===== config.mk =====
export PLATFORM = sky130hd
export DESIGN_NAME = soc_coulomb_estimator
export DESIGN_NICKNAME = d
export VERILOG_FILES = /design/src/rtl/bms_pkg.sv /design/src/rtl/soc_charge_eff_scaler.sv /design/src/rtl/soc_coulomb_estimator.sv
export SDC_FILE = /design/constraint.sdc
export NUM_CORES = 1
export LEC_CHECK = 0
export BUFFER_PORTS_ARGS = -buffer_cell sky130_fd_sc_hd__buf_2
export CORE_UTILIZATION = 62
export CTS_CLUSTER_DIAMETER = 200
export DETAILED_ROUTE_END_ITERATION = 6
export GPL_ROUTABILITY_DRIVEN = 0
export PLACE_DENSITY = 0.83
export SLEW_MARGIN = 15
export SYNTH_ARGS = -nofsm -noshare
export SYNTH_HDL_FRONTEND = slang
export SYNTH_SLANG_ARGS = --single-unit

===== constraint.sdc =====
create_clock -name clk -period 4.7 [get_ports clk]
set_input_delay 0.47 -clock clk [delete_from_list [all_inputs] [get_ports clk]]
set_output_delay 0.47 -clock clk [all_outputs]
set_load 0.005 [all_outputs]

===== src/rtl/bms_pkg.sv =====
// Shared BMS definitions: SoC range, estimator FSM states and current sign convention.
// Pack current is signed mA, positive while charging; soc_protection limits use the same SoC range.
package bms_pkg;

  localparam int         SOC_W   = 8;
  localparam logic [7:0] SOC_MAX = 8'd100;

  typedef enum logic [1:0] {
    ST_UNINIT = 2'd0,
    ST_RUN    = 2'd1,
    ST_NORM   = 2'd2
  } soc_state_e;

  function automatic logic [SOC_W-1:0] clamp_soc(input logic [SOC_W-1:0] v);
    return (v > SOC_MAX) ? SOC_MAX : v;
  endfunction

endpackage


===== src/rtl/soc_charge_eff_scaler.sv =====
// Registered charge-efficiency stage: positive current scaled by EFF_Q8/256, negative passed through.
// Instantiated only when SOC_COULOMB_EFF_EN is defined.
module soc_charge_eff_scaler #(
  parameter int         CUR_W  = 16,
  parameter logic [7:0] EFF_Q8 = 8'd250
) (
  input  logic                    clk,
  input  logic                    rst,
  input  logic                    flush,
  input  logic                    in_valid,
  input  logic signed [CUR_W-1:0] in_ma,
  output logic                    out_valid,
  output logic signed [CUR_W-1:0] out_ma
);

  logic signed [CUR_W+8:0] prod;
  logic                    out_valid_d, out_valid_q;
  logic signed [CUR_W-1:0] out_ma_d, out_ma_q;

  always_comb begin
    prod        = $signed({{9{in_ma[CUR_W-1]}}, in_ma}) * $signed({{(CUR_W + 1){1'b0}}, EFF_Q8});
    out_ma_d    = in_ma;
    if (!in_ma[CUR_W-1]) begin
      // Gain is below 1, so the shifted product always fits back in CUR_W bits.
      out_ma_d = CUR_W'(prod >>> 8);
    end
    out_valid_d = in_valid && !flush;
  end

  always_ff @(posedge clk) begin
    if (rst) begin
      out_valid_q <= 1'b0;
      out_ma_q    <= '0;
    end else begin
      out_valid_q <= out_valid_d;
      out_ma_q    <= out_ma_d;
    end
  end

  assign out_valid = out_valid_q;
  assign out_ma    = out_ma_q;

endmodule


===== src/rtl/soc_coulomb_estimator.sv =====
// Coulomb-counting SoC estimator: integrates current into a residual and walks soc_percent one step per cycle.
// Optional macro SOC_COULOMB_EFF_EN inserts the registered charge-efficiency stage.
module soc_coulomb_estimator
  import bms_pkg::*;
#(
  parameter logic [31:0] CAP_MAS = 32'd3_600_000,
  parameter int          CUR_W   = 16,
  parameter logic [7:0]  EFF_Q8  = 8'd250,
  localparam int         RES_W   = 33 + CUR_W
) (
  input  logic                    clk,
  input  logic                    rst,
  input  logic                    init_valid,
  input  logic [7:0]              init_soc,
  input  logic                    sample_valid,
  output logic                    sample_ready,
  input  logic signed [CUR_W-1:0] current_ma,
  output logic [7:0]              soc_percent,
  output logic                    soc_valid,
  output logic                    soc_update,
  output logic [1:0]              dbg_state,
  output logic signed [RES_W-1:0] dbg_residual
);

  localparam logic signed [RES_W-1:0] STEP = $signed({{(RES_W - 32){1'b0}}, CAP_MAS / 32'd100});

  soc_state_e              state_q, state_d;
  logic [SOC_W-1:0]        soc_q, soc_d;
  logic [SOC_W-1:0]        entry_q, entry_d;
  logic signed [RES_W-1:0] res_q, res_d;
  logic                    valid_q, valid_d;
  logic                    upd_q, upd_d;

  logic                    acc_en;
  logic signed [CUR_W-1:0] acc_ma;
  logic signed [RES_W-1:0] acc_ext, res_sum, res_adj;
  logic [SOC_W-1:0]        soc_adj;

  // Handshake: a sample transfers on a cycle where sample_valid && sample_ready; ready depends only on
  // registered state, and a same-cycle init_valid discards the transferred sample.
`ifdef SOC_COULOMB_EFF_EN
  logic                    stage_valid;
  logic signed [CUR_W-1:0] stage_ma;
  logic                    stage_in_valid;

  always_comb begin
    sample_ready   = (state_q == ST_RUN) && !stage_valid;
    stage_in_valid = sample_valid && sample_ready && !init_valid;
    acc_en         = stage_valid;
    acc_ma         = stage_ma;
  end

  soc_charge_eff_scaler #(
    .CUR_W (CUR_W),
    .EFF_Q8(EFF_Q8)
  ) u_eff_scaler (
    .clk      (clk),
    .rst      (rst),
    .flush    (init_valid),
    .in_valid (stage_in_valid),
    .in_ma    (current_ma),
    .out_valid(stage_valid),
    .out_ma   (stage_ma)
  );
`else
  always_comb begin
    sample_ready = (state_q == ST_RUN);
    acc_en       = sample_valid && sample_ready;
    acc_ma       = current_ma;
  end
`endif

  always_comb begin
    state_d = state_q;
    soc_d   = soc_q;
    entry_d = entry_q;
    res_d   = res_q;
    valid_d = valid_q;
    upd_d   = 1'b0;
    acc_ext = {{(RES_W - CUR_W){acc_ma[CUR_W-1]}}, acc_ma};
    res_sum = res_q + acc_ext;
    res_adj = res_q;
    soc_adj = soc_q;

    if (init_valid) begin
      soc_d   = clamp_soc(init_soc);
      res_d   = '0;
      valid_d = 1'b1;
      state_d = ST_RUN;
      upd_d   = (clamp_soc(init_soc) != soc_q);
    end else begin
      case (state_q)
        ST_RUN: begin
          if (acc_en) begin
            res_d = res_sum;
            if (res_sum[RES_W-1] || (res_sum >= STEP)) begin
              state_d = ST_NORM;
              entry_d = soc_q;
            end
          end
        end
        ST_NORM: begin
          // One whole-percent move per cycle; at either end of the range the residual is discarded.
          if (res_q >= STEP) begin
            if (soc_q == SOC_MAX) begin
              res_adj = '0;
            end else begin
              soc_adj = soc_q + 1'b1;
              res_adj = res_q - STEP;
            end
          end else if (res_q[RES_W-1]) begin
            if (soc_q == '0) begin
              res_adj = '0;
            end else begin
              soc_adj = soc_q - 1'b1;
              res_adj = res_q + STEP;
            end
          end
          soc_d = soc_adj;
          res_d = res_adj;
          if (!res_adj[RES_W-1] && (res_adj < STEP)) begin
            state_d = ST_RUN;
            upd_d   = (soc_adj != entry_q);
          end
        end
        default: ;
      endcase
    end
  end

  always_ff @(posedge clk) begin
    if (rst) begin
      state_q <= ST_UNINIT;
      soc_q   <= '0;
      entry_q <= '0;
      res_q   <= '0;
      valid_q <= 1'b0;
      upd_q   <= 1'b0;
    end else begin
      state_q <= state_d;
      soc_q   <= soc_d;
      entry_q <= entry_d;
      res_q   <= res_d;
      valid_q <= valid_d;
      upd_q   <= upd_d;
    end
  end

  assign soc_percent  = soc_q;
  assign soc_valid    = valid_q;
  assign soc_update   = upd_q;
  assign dbg_state    = state_q;
  assign dbg_residual = res_q;

endmodule


==> flow_summary_export.csv <==
group,metric,value,unit
status,status,"finished, violations left",
status,violations,"DRC",
yosys,synth_commonest_cells,"nand2_1 (146), nor2_1 (140), a21oi_1 (134)",
grt,grt_overflow,0,
die,core,14590,um2
timing,slew-limit-headroom,32.38,%
route,vias,11820,
grt,grt_max_degree,72,
cells_and_area,final_area,10550,um2
die,dieArea,15560,um2
cells_and_area,post_route_cells_drive_above_1_share,14.14,%
clocking,path_clk_slew,0.06,ns
yosys,syn_avg_cell_area,6.797,um2
yosys,synth_largest_area_cell,"dfxtp_1",
yosys,synth_area,9339,um2
grt,antenna_found_initial,0,
worst_setup_path,path_buf_inv,0,
worst_setup_path,end_kind,"register",
timing,slew_viol_final,0,
route,drc,22,
timing,hold_viol_final,0,
worst_setup_path,slowest_delay,0.67,ns
die,die_h,124.7,um
yosys,ys_seq_area_share,14.79,%
pwr,combPwrFrac,48.0,%
die,io_pins,90,
clocking,max-clock-path-buffers,2,
clocking,clock_sinks,69,
pwr,peakVddDrop,235.4,uV
die,initial_core_util,64.01,%
timing,period_share,94.72,%
pwr,pwr-share-seq,24.4,%
place,port-buffer-count,89,
grt,grt_pass1_wl,54420,um
cells_and_area,diodes,0,
worst_setup_path,arrival,4.74,ns
worst_setup_path,start_kind,"register",
pwr,powerDensity,246.7,nW/um2
grt,grt_pass1_vias,10456,
yosys,synth_seq_cells,69,
place,dp_slack,0.1907,ns
timing,finClkSkew,0.006550,ns
worst_setup_path,cpMaxStageDelayCell,"or4_1",
die,rows,44,
yosys,synth.distinct_cells,82,
timing,tightest_slew,1.014,ns
yosys,synth_nets,1457,
die,die_x,124.7,um
pwr,p_int,1.495,mW
route,wl_per_cell,20.80,um
yosys,yosysTopAreaCellShare,14.79,%
route,postRouteAntennaNets,0,
clocking,cts_buffers,9,
worst_setup_path,critPathMaxFanout,7,
worst_setup_path,cp_common_cell,"or4_1",
worst_setup_path,crit_start,"dbg_residual[43]$_SDFFE_PP0P_",
worst_setup_path,rrSetupSlack,0.25,ns
timing,setup-tns-final,0,ns
clocking,clk_latency,0.36,ns
flow_run,drv_cap,0,
clocking,cts_root_buf,"clkbuf_16",
pwr,total_power,2.603,mW
worst_setup_path,path_class,"register to register",
timing,max_freq,224.6,MHz
yosys,yosys-top-cells-area,"dfxtp_1 (15%), ha_1 (7.2%), a21oi_1 (7.2%)",
timing,worst_slack,0.2481,ns
yosys,synth_edf_count,0,
cells_and_area,nets,1535,
route,drt_iter0_markers,2209,
hold_path,min_path_type,"input port to register",
route,wirelength,34140,um
route,viasPerCell,7.203,
timing,grt_setup_unrepaired,"false",
worst_setup_path,r2r_start,"dbg_residual[43]$_SDFFE_PP0P_",
pwr,swShare,42.57,%
clocking,hold_buffers,0,
hold_path,min_from,"init_soc[0]",
yosys,yosysWarnings,0,
worst_setup_path,path_delay_family,"simple AND/OR/NAND/NOR gates",
pwr,p_leak,4.215,nW
worst_setup_path,path_cells,"or4_1 > or4_1 > o32ai_1 > o221ai_1 > o41a_1 > or4b_1 > nor4b_2 > nand4_1 > or4_1 > a21oi_1",
cells_and_area,syn_to_final_growth,12.98,%
clocking,cts_tree,"yes",
timing,setup-violations-final,0,
pwr,p_switching,1.108,mW
yosys,synthCells,1374,
place,dpl_cell_area,10180,um2
route,first_pass_iters,7,
timing,fin_crit,4.452,ns
yosys,async_flop_share,0,%
grt,grt_usage,42.94,%
worst_setup_path,worstPathRequired,4.99,ns
place,hpwl,25590,um
yosys,yosysMostFrequentCell,"nand2_1",
pwr,clkPwrFrac,27.6,%
yosys,ys.flop_type,"dfxtp_1",
timing,hold_ws,0.4128,ns
clocking,htreeDepth,3,
-- kinds of logic after synthesis --
group,share of synthesized area (%)
buf+inv,5.212
xor+xnor,8.065
mux,2.947
flops,14.79
fa+ha+maj,7.449
simple gates,29.03
compound gates,32.50
-- cells in the final DEF, fill, tap and decap left out, types with 10 or more instances in the layout --
cell	Yosys	layout
and3_1	15	15
nor4_1	18	17
o21ai_0	83	83
nor2_1	140	140
o31ai_1	12	12
inv_1	34	34
a31oi_1	25	25
nand2_1	146	146
dfxtp_1	69	69
nand2b_1	14	14
buf_2	2	89
a211oi_1	34	34
nand4_1	35	35
mux2i_1	23	23
or3_1	18	18
or4_1	13	13
a21oi_1	134	133
o221ai_1	17	17
xnor2_1	46	46
o21bai_1	10	10
o22ai_1	19	19
a21o_1	12	12
xor2_1	40	40
ha_1	54	53
nor3_1	55	54
nand3_1	34	34
o211ai_1	29	29
buf_4	1	71
-- power groups by stage --
stage,Clock [mW],Combinational (mW),Sequential [mW]
2_1_floorplan,0,0.817,0.641
3_3_place_gp,0,1.14,0.647
3_5_place_dp,0,1.16,0.647
4_1_cts,0.713,1.17,0.635
5_1_grt,0.736,1.33,0.638
6_report,0.718,1.25,0.636
-- state kept, by name (all words and copies together), names as in the netlist --
name / flops
entry_q: 8
dbg_state: 2
dbg_residual: 49
soc_valid: 1
soc_percent: 8
soc_update: 1
-- per-layer routing --
metal | track usage (%) | wire, um | share of wire, %
met5 | 0 | 0 | 0
met4 | 19.99 | 1811 | 5.3
met3 | 8.720 | 4272 | 13
met2 | 67.50 | 14890 | 44
met1 | 56.07 | 13160 | 39
-- area by class of cell --
cell class                      instances  area (um2)
Clock buffer                           10       239.0
Multi-Input combinational cell       1177        7520
Tap cell                              184       230.2
Inverter                               35       131.4
Sequential cell                        69        1381
Clock inverter                          6       71.32
Timing Repair Buffer                  160       978.4
Fill cell                            1251        4038
-- final timing paths --
check / to / cells past startpoint
max: soc_update$_SDFF_PP0_ / 10
min: soc_percent[0]$_SDFFE_PP0P_ / 3
max reg2reg: soc_update$_SDFF_PP0_ / 10
min reg2reg: soc_valid$_SDFFE_PP0P_ / 2
-- per-stage QoR --
stage / utilization [%] / cells
finish: 72.32 / 1641
global route: 72.32 / 1641
CTS: 71.93 / 1638
detailed placement: 69.80 / 1622
global placement: 69.80 / 1622
floorplan: - / 1374
-- worst reg2reg max path, cell delays in order, from the launching register on --
cell and delay [ns]:
dfxtp_1 0.37, or4_1 0.67, or4_1 0.59, o32ai_1 0.35
o221ai_1 0.19, o41a_1 0.45, or4b_1 0.57, nor4b_2 0.30
nand4_1 0.22, or4_1 0.51, a21oi_1 0.16
-- repair_timing --
action,in CTS,in global routing
endpoints found under the setup margin,0,5
gates resized for setup,0,7
setup buffers,0,3
Power figures use the tool's default switching activity.
